<file path="config.mk">
export PLATFORM = sky130hd
export DESIGN_NAME = mem_port_arbiter
export DESIGN_NICKNAME = d
export VERILOG_FILES = /design/src/rtl/arb_pkg.sv /design/src/rtl/rr_pick.sv /design/src/rtl/mem_port_arbiter.sv
export SDC_FILE = /design/constraint.sdc
export NUM_CORES = 1
export LEC_CHECK = 0
export BUFFER_PORTS_ARGS = -buffer_cell sky130_fd_sc_hd__buf_2
export CAP_MARGIN = 15
export CORE_MARGIN = 2
export CORE_UTILIZATION = 53
export CTS_CLUSTER_SIZE = 16
export DETAILED_ROUTE_END_ITERATION = 10
export PLACE_DENSITY_LB_ADDON = 0.08
export SLEW_MARGIN = 20
export SYNTH_ARGS = -nofsm -noshare
export SYNTH_HDL_FRONTEND = slang
export SYNTH_SLANG_ARGS = --single-unit
</file>
<file path="constraint.sdc">
create_clock -name clk -period 4.1 [get_ports clk]
set_clock_uncertainty 0.15 [all_clocks]
set_input_delay 0.205 -clock clk [delete_from_list [all_inputs] [get_ports clk]]
set_output_delay 0.205 -clock clk [all_outputs]
set_load 0.1 [all_outputs]
</file>
<file path="src/rtl/arb_pkg.sv">
// Shared constants and state encoding for the memory port arbiter.
package arb_pkg;

    localparam int NUM_REQ = 4;
    localparam int SEL_W   = 2;

    typedef enum logic {
        IDLE  = 1'b0,
        GRANT = 1'b1
    } arb_state_t;

endpackage : arb_pkg

</file>
<file path="src/rtl/rr_pick.sv">
// Combinational round-robin picker: first set request scanning from ptr upward, mod NUM_REQ.
module rr_pick
    import arb_pkg::*;
(
    input  logic [NUM_REQ-1:0] req,
    input  logic [SEL_W-1:0]   ptr,
    output logic [SEL_W-1:0]   idx,
    output logic               valid
);

    logic [SEL_W-1:0] pos;

    // Scan from the farthest offset down so the nearest request to ptr is written last.
    always_comb begin
        idx   = '0;
        valid = 1'b0;
        pos   = '0;
        for (int k = NUM_REQ - 1; k >= 0; k--) begin
            pos = ptr + SEL_W'(k);
            if (req[pos]) begin
                idx   = pos;
                valid = 1'b1;
            end
        end
    end

endmodule : rr_pick

</file>
<file path="src/rtl/mem_port_arbiter.sv">
// Round-robin arbiter sharing one memory port among 4 requesters, with bounded grant locking.
// Optional grant timeout abort enabled by defining ARB_TIMEOUT_EN.
//
// state | meaning
// IDLE  | no owner; arbitrate among pending requests from ptr
// GRANT | one requester owns the port; mem_req held until mem_ack (or timeout)
module mem_port_arbiter
    import arb_pkg::*;
#(
    parameter int MAX_LOCK       = 4,
    parameter int TIMEOUT_CYCLES = 255,
    parameter int TO_WIDTH       = 8
) (
    input  logic               clk,
    input  logic               reset,
    input  logic [NUM_REQ-1:0] req,
    input  logic [NUM_REQ-1:0] lock,
    input  logic               mem_ack,
    output logic [NUM_REQ-1:0] grant,
    output logic [SEL_W-1:0]   sel,
    output logic               mem_req,
    output logic [NUM_REQ-1:0] done,
    output logic               busy,
    output logic               timeout_err
);

    if (MAX_LOCK < 1 || MAX_LOCK > 15) begin : g_bad_max_lock
        $error("MAX_LOCK out of range 1..15");
    end
    if (TIMEOUT_CYCLES < 2 || TIMEOUT_CYCLES > (2 ** TO_WIDTH)) begin : g_bad_timeout
        $error("TIMEOUT_CYCLES out of range 2..2**TO_WIDTH");
    end

    arb_state_t       state;
    logic [SEL_W-1:0] ptr;
    logic [3:0]       lock_cnt;
    logic [SEL_W-1:0] pick_idx;
    logic             pick_valid;
    logic             stay;

    rr_pick u_pick (
        .req   (req),
        .ptr   (ptr),
        .idx   (pick_idx),
        .valid (pick_valid)
    );

    assign stay = lock[sel] & req[sel] & (lock_cnt < 4'(MAX_LOCK));

`ifdef ARB_TIMEOUT_EN
    localparam logic [TO_WIDTH-1:0] TO_LIMIT = TO_WIDTH'(TIMEOUT_CYCLES - 1);
    logic [TO_WIDTH-1:0] to_cnt;
`endif

    always_ff @(posedge clk) begin
        if (reset) begin
            state       <= IDLE;
            grant       <= '0;
            sel         <= '0;
            mem_req     <= 1'b0;
            done        <= '0;
            busy        <= 1'b0;
            timeout_err <= 1'b0;
            ptr         <= '0;
            lock_cnt    <= '0;
`ifdef ARB_TIMEOUT_EN
            to_cnt      <= '0;
`endif
        end else begin
            done        <= '0;
            timeout_err <= 1'b0;
            case (state)
                IDLE: begin
                    if (pick_valid) begin
                        state    <= GRANT;
                        grant    <= NUM_REQ'(1) << pick_idx;
                        sel      <= pick_idx;
                        mem_req  <= 1'b1;
                        busy     <= 1'b1;
                        lock_cnt <= 4'd1;
`ifdef ARB_TIMEOUT_EN
                        to_cnt   <= '0;
`endif
                    end
                end
                GRANT: begin
                    if (mem_ack) begin
                        done <= grant;
                        if (stay) begin
                            lock_cnt <= lock_cnt + 4'd1;
`ifdef ARB_TIMEOUT_EN
                            to_cnt   <= '0;
`endif
                        end else begin
                            state    <= IDLE;
                            grant    <= '0;
                            mem_req  <= 1'b0;
                            busy     <= 1'b0;
                            ptr      <= sel + 1'b1;
                            lock_cnt <= '0;
                        end
`ifdef ARB_TIMEOUT_EN
                    end else if (to_cnt == TO_LIMIT) begin
                        // Abort: drop the owner without a done pulse and move priority past it.
                        state       <= IDLE;
                        grant       <= '0;
                        mem_req     <= 1'b0;
                        busy        <= 1'b0;
                        timeout_err <= 1'b1;
                        ptr         <= sel + 1'b1;
                        lock_cnt    <= '0;
                        to_cnt      <= '0;
                    end else begin
                        to_cnt <= to_cnt + 1'b1;
`endif
                    end
                end
                default: state <= IDLE;
            endcase
        end
    end

endmodule : mem_port_arbiter

</file>
Word level (Yosys, flattened, before mapping):

Cells that the tools add are included.

* flip-flop bits (word level): 18
* logic and storage cells: 68

* bitwise gates (word level): 5
* $lt $le $gt $ge: 6
* shifts and indexed selects: 1
* add/subtract/negate cells: 5
* eq/ne operators: 3
* reductions and logical operators: 5
* mux-type cells: 36

Operators with widths (count)
* two-way mux 4 bit: 6
* two-way mux 1 bit: 16
* case mux 4 bit (2 select lines): 2
* less-than comparator 2 x 3 -> 1 bit, second input constant: 5
* binary-select mux 1 bit (select 2 bit): 6
* two-way mux 2 bit: 4
* != test 2 bit, second input constant: 3
* AND reduction 3 bit: 2
* adder 2 x 1 -> 2 bit, second input constant: 2
* adder 2 bit, second input constant: 2
* adder 4 x 1 -> 4 bit, second input constant: 1
* less-than comparator 4 x 3 -> 1 bit, second input constant: 1
* case mux 1 bit (2 select lines): 2
* AND reduction 2 bit: 2
* << shifter 1 x 2 -> 4 bit, first input constant: 1
* NOT 1 bit: 3
* OR reduction 3 bit: 1
* bitwise AND 1 bit: 2

Longest topological paths before layout:

* depth after elaboration: 10
* mapped depth: 5
* gate-level depth less buffers: 4

Hierarchy:

A second synthesis with hierarchy kept.

* cell total of the unflattened synthesis: 95
* area, all modules: 862.1 µm²

Modules (own cells, without submodules)
* mem_port_arbiter: times used 1, cells an instance 82, area each 784.5 µm²
* rr_pick: times used 1, cells an instance 13, area each 77.6 µm²

Worst setup path after synthesis:

Ideal clock, no wire load.

* path kind: reg-to-reg
* start point: register sel[1]
* end point: register ptr[0]
* data arrival time: 2.089 ns
* stages on the path, launching flop included: 4
* library setup time: 0.121 ns
* data required time: 3.829 ns
* slack: 1.740 ns
* cell sequence: dfxtp_1 -> o211ai_1 -> a21oi_2 -> mux2_4

* word-level cells in the longest chain between the ends: 6
* elaborated cells between the ends (all ways): 8
* classes of those cells: 4 x mux; 3 x bitwise; 1 x reduce/logical

Ends and longest elaborated chain
* start, declared: RTL line mem_port_arbiter.sv:20 `output logic [SEL_W-1:0] sel,`
* start signal, assigned: RTL line mem_port_arbiter.sv:77 `sel <= pick_idx;`
* binary-select mux 1 bit (select 2 bit): RTL line mem_port_arbiter.sv:48 `assign stay = lock[sel] & req[sel] & (lock_cnt < 4'(MAX_LOCK));`
* two-way mux 1 bit (not written as such): RTL line mem_port_arbiter.sv:48
* bitwise AND 1 bit (*) (2 in a row): RTL line mem_port_arbiter.sv:48
* NOT 1 bit (no source line) (*)
* AND reduction 3 bit (no source line) (*)
* end signal, assigned: RTL line mem_port_arbiter.sv:99 `ptr <= sel + 1'b1;`
* end, declared: RTL line mem_port_arbiter.sv:35 `logic [SEL_W-1:0] ptr;`

Mark *: on every way between the ends. The rest lies on a longest branch, timed or not. The select of a mux whose other input is x is not followed.
A chain may end at the register's enable or synchronous reset.

Worst setup path after layout:

* start point: register sel[0]
* end point: register ptr[0]

* word-level cells in the longest chain between the ends: 6
* elaborated cells between the ends (all ways): 9
* classes of those cells: 1 x add/sub; 4 x mux; 3 x bitwise; 1 x reduce/logical

Ends and longest elaborated chain (RTL line)
* binary-select mux 1 bit (select 2 bit): mem_port_arbiter.sv:48
* two-way mux 1 bit (not written as such): mem_port_arbiter.sv:48
* bitwise AND 1 bit (2 in a row): mem_port_arbiter.sv:48
* NOT 1 bit (no source line)
* AND reduction 3 bit (no source line)

Several ways; a longest one is shown, not always the timed one. The select of a mux whose other input is x is not followed.

==> results.sh <==
export IMPL_post_route_drc_count=0
export IMPL_clkPwrFrac_pct=24.6
export IMPL_holdPathEnd="lock_cnt[2]$_SDFFE_PP0P_"
export IMPL_ys_flop_type="dfxtp_1"
export IMPL_final_hold_viol_count=0
export IMPL_drt_pass1_iter_count=4
export IMPL_yosysUniqueCellTypes=39
export IMPL_power_share_switching_pct=37.8
export IMPL_synthesis_area_per_instance_sq_um=8.87
export IMPL_cts_hold_buffers=1
export IMPL_design_portCount=24
export IMPL_drt_initial_drc_count=18
export IMPL_worstSkewPairLatency_ns=0.29
export IMPL_asyncSetResetFlopFracSynth_pct=0
export IMPL_number_of_nets_with_antenna_violations_after_routing=0
export IMPL_regToRegStartpoint="sel[0]$_SDFFE_PP0P_"
export IMPL_post_synthesis_cell_count=97
export IMPL_floorplan_core_area_sq_um=1510
export IMPL_final_min_period_over_clock_period_pct=44.5
export IMPL_post_synthesis_register_bit_count=18
export IMPL_synth_yosys_warnings=0
export IMPL_critical_path_peak_fanout=8
export IMPL_finalNonFillerCells=135
export IMPL_synth_enable_flop_cells=0
export IMPL_route_vias_total=777
export IMPL_wl_per_cell_um=13.0
export IMPL_synthesis_nets=109
export IMPL_clock_tree_htree_level_count=1
export IMPL_yosys_area_top_type="dfxtp_1"
export IMPL_worstRegToRegCells=4
export IMPL_power_internal_mw=0.270
export IMPL_die_x_um=44.3
export IMPL_timing_fmax_mhz=548
export IMPL_cellLeakagePower_nw=0.434
export IMPL_period_minus_slack_ns=1.83
export IMPL_hp_class="input pin to flip-flop"
export IMPL_cts_tree="built"
export IMPL_startpoint_type="flip-flop"
export IMPL_placementRows=14
export IMPL_worstPathRequired_ns=4.14
export IMPL_outcome="finished, final reports clean"
export IMPL_cap_viol_max_count=0
export IMPL_synthMostInstantiatedCell="dfxtp_1"
export IMPL_cts_reportedPaths_clkPinSlew_ns=0.10
export IMPL_worst_r2r_end="ptr[0]$_SDFFE_PP0P_"
export IMPL_grt_first_pass_wirelength_um=2990
export IMPL_setup_worst_path_end_class="flip-flop"
export IMPL_fin_nets=132
export IMPL_grt_setup_unrepaired="false"
export IMPL_initial_utilization_pct=57.1
export IMPL_holdCritStartpoint="reset"
export IMPL_die_area_sq_um=1960
export IMPL_grt_antenna_before_repair=0
export IMPL_first_global_vias=678
export IMPL_routed_wirelength_um=1760
export IMPL_cts_sinks=18
export IMPL_finalMaxSlewViolations=0
export IMPL_congestion_overflow_gr=0
export IMPL_clockRootBuffer="clkbuf_4"
export IMPL_io_buffers=22
export IMPL_areaGrowthSynthToFinish_pct=17.3
export IMPL_synth_top_cell_area_share_pct=41.9
export IMPL_syn_area_sq_um=861
export IMPL_cts_resized=0
export IMPL_power_frac_comb_pct=30.5
export IMPL_crit_path_kind="flip-flop to flip-flop"
export IMPL_yosysSeqAreaShare_pct=41.9
export IMPL_arrival_ns=1.86
export IMPL_pwr_share_seq_pct=45.0
export IMPL_netlist_top_cells_count="18 x dfxtp_1, 8 x nand2_1, 8 x nand3_1, 6 x nor2_1, 5 x a21oi_1"
export IMPL_detailed_placement_wirelength_estimate_um=1310
export IMPL_max_clock_path_buffers=2
export IMPL_finalSetupViolations=0
export IMPL_avgViaCountPerCell=5.76
export IMPL_post_cts_repair_setup_buffers=0
export IMPL_max_vdd_ir_drop_uv=304
export IMPL_grt_util_all_layers_pct=21.0
export IMPL_switching_power_mw=0.164
export IMPL_setup_tns_ns=0
export IMPL_hold_path_cell_count=2
export IMPL_power_density_nw_per_um2=430
export IMPL_n_fill_cell=129
export IMPL_die_height_um=44.3
export IMPL_gp_congestion=0.763
export IMPL_cts_buffers_inserted=3
export IMPL_diodes=0
export IMPL_r2r_slack_ns=2.27
export IMPL_pin_count_of_the_biggest_net_entering_global_routing=13
export IMPL_synth_area_leaders="dfxtp_1 42%, nand3_1 4.7%, nand2_1 3.5%, a2111oi_4 3.2%, a21oi_1 2.9%"
export IMPL_layout_drive_gt1_share_pct=29.4
export IMPL_numPlacedInstances=130
## cell usage in the layout, fill, tap and decap left out, types with 2 or more instances in the layout
cell type / Yosys / layout
nand3_1: 8 / 8
clkbuf_4: 0 / 3
o2bb2ai_1: 2 / 2
inv_1: 4 / 4
o21ai_0: 2 / 2
and3_1: 4 / 4
buf_2: 1 / 22
o211ai_1: 2 / 2
nand4_1: 2 / 2
nor2_1: 6 / 6
and2_1: 2 / 2
or2_2: 2 / 2
dfxtp_1: 18 / 18
nand2_1: 8 / 8
nor4_1: 2 / 2
o22ai_1: 4 / 4
a21oi_1: 5 / 5
## power groups by stage
stage	Sequential [mW]	Combinational [mW]	Clock [mW]
after floorplan	0.244	0.0642	0
after global placement	0.198	0.130	0
after detailed placement	0.199	0.131	0
after CTS	0.195	0.132	0.110
after global routing	0.197	0.141	0.118
final	0.195	0.132	0.107
## per-layer routing
layer  up-vias  part of all wire, %  global-route usage, %
li1        399                    -                      -
met1       344                   50                   29.4
met2        29                   43                   32.6
met3         5                  5.9                   3.67
met4         0                  1.3                   7.27
met5         -                    0                      0
## area by class of cell
type / count / area [sq um] / area share, %
multi-input combinational: 70 / 458 / 45.4
sequential: 18 / 360 / 35.7
timing repair buffer: 23 / 120 / 11.9
clock buffer: 4 / 36.3 / 3.59
tap: 16 / 20.0 / 1.98
inverter: 4 / 15.0 / 1.49
## per-stage QoR
stage / util, % / area (sq um) / power (mW) / hold slack (ns) / worst slack [ns]
detailed placement: 64.0 / 963 / 0.330 / 0.299 / 2.30
finish: 67.0 / 1010 / 0.434 / 0.0747 / 2.27
floorplan: - / 861 / 0.308 / 0.164 / 1.74
CTS: 67.0 / 1010 / 0.437 / 0.0649 / 2.29
global route: 67.0 / 1010 / 0.456 / 0.0772 / 2.18
global placement: 64.0 / 963 / 0.328 / 0.280 / 2.36
## worst max-delay path, cell delays in order (launching register included)
cell	delay, ns
dfxtp_1	0.39
nor2b_4	0.16
a2111oi_4	0.49
a21oi_2	0.21
mux2_4	0.33
## flip-flops by register name, summed over array words and instances (netlist names)
register	flops
done	4
sel	2
lock_cnt	4
ptr	2
state	1
grant	4
busy	1
## worst max-delay path by stage
| stage | from | to | slack [ns] |
|---|---|---|---|
| finish | sel[0]$_SDFFE_PP0P_ | ptr[0]$_SDFFE_PP0P_ | 2.27 |
| global placement | sel[1]$_SDFFE_PP0P_ | ptr[0]$_SDFFE_PP0P_ | 2.36 |
| CTS | sel[1]$_SDFFE_PP0P_ | ptr[0]$_SDFFE_PP0P_ | 2.29 |
| floorplan | sel[1]$_SDFFE_PP0P_ | ptr[0]$_SDFFE_PP0P_ | 1.74 |
| detailed placement | sel[1]$_SDFFE_PP0P_ | ptr[0]$_SDFFE_PP0P_ | 2.30 |
| global route | sel[0]$_SDFFE_PP0P_ | ptr[0]$_SDFFE_PP0P_ | 2.18 |
## kinds of logic (layout without fill, tap and decap cells)
| logic type | count (synthesis) | count (layout) | share of synthesized area [%] |
|---|---|---|---|
| other | 1 | 1 | 0.436 |
| AND/OR/NAND/NOR | 41 | 41 | 25.6 |
| flip-flops | 18 | 18 | 41.9 |
| multiplexers | 2 | 2 | 2.91 |
| AO/OA/AOI/OAI | 25 | 25 | 22.8 |
| buffers and inverters | 9 | 31 | 4.94 |
| adder cells (fa/ha/maj) | 1 | 1 | 1.45 |
Power figures use the tool's default switching activity.
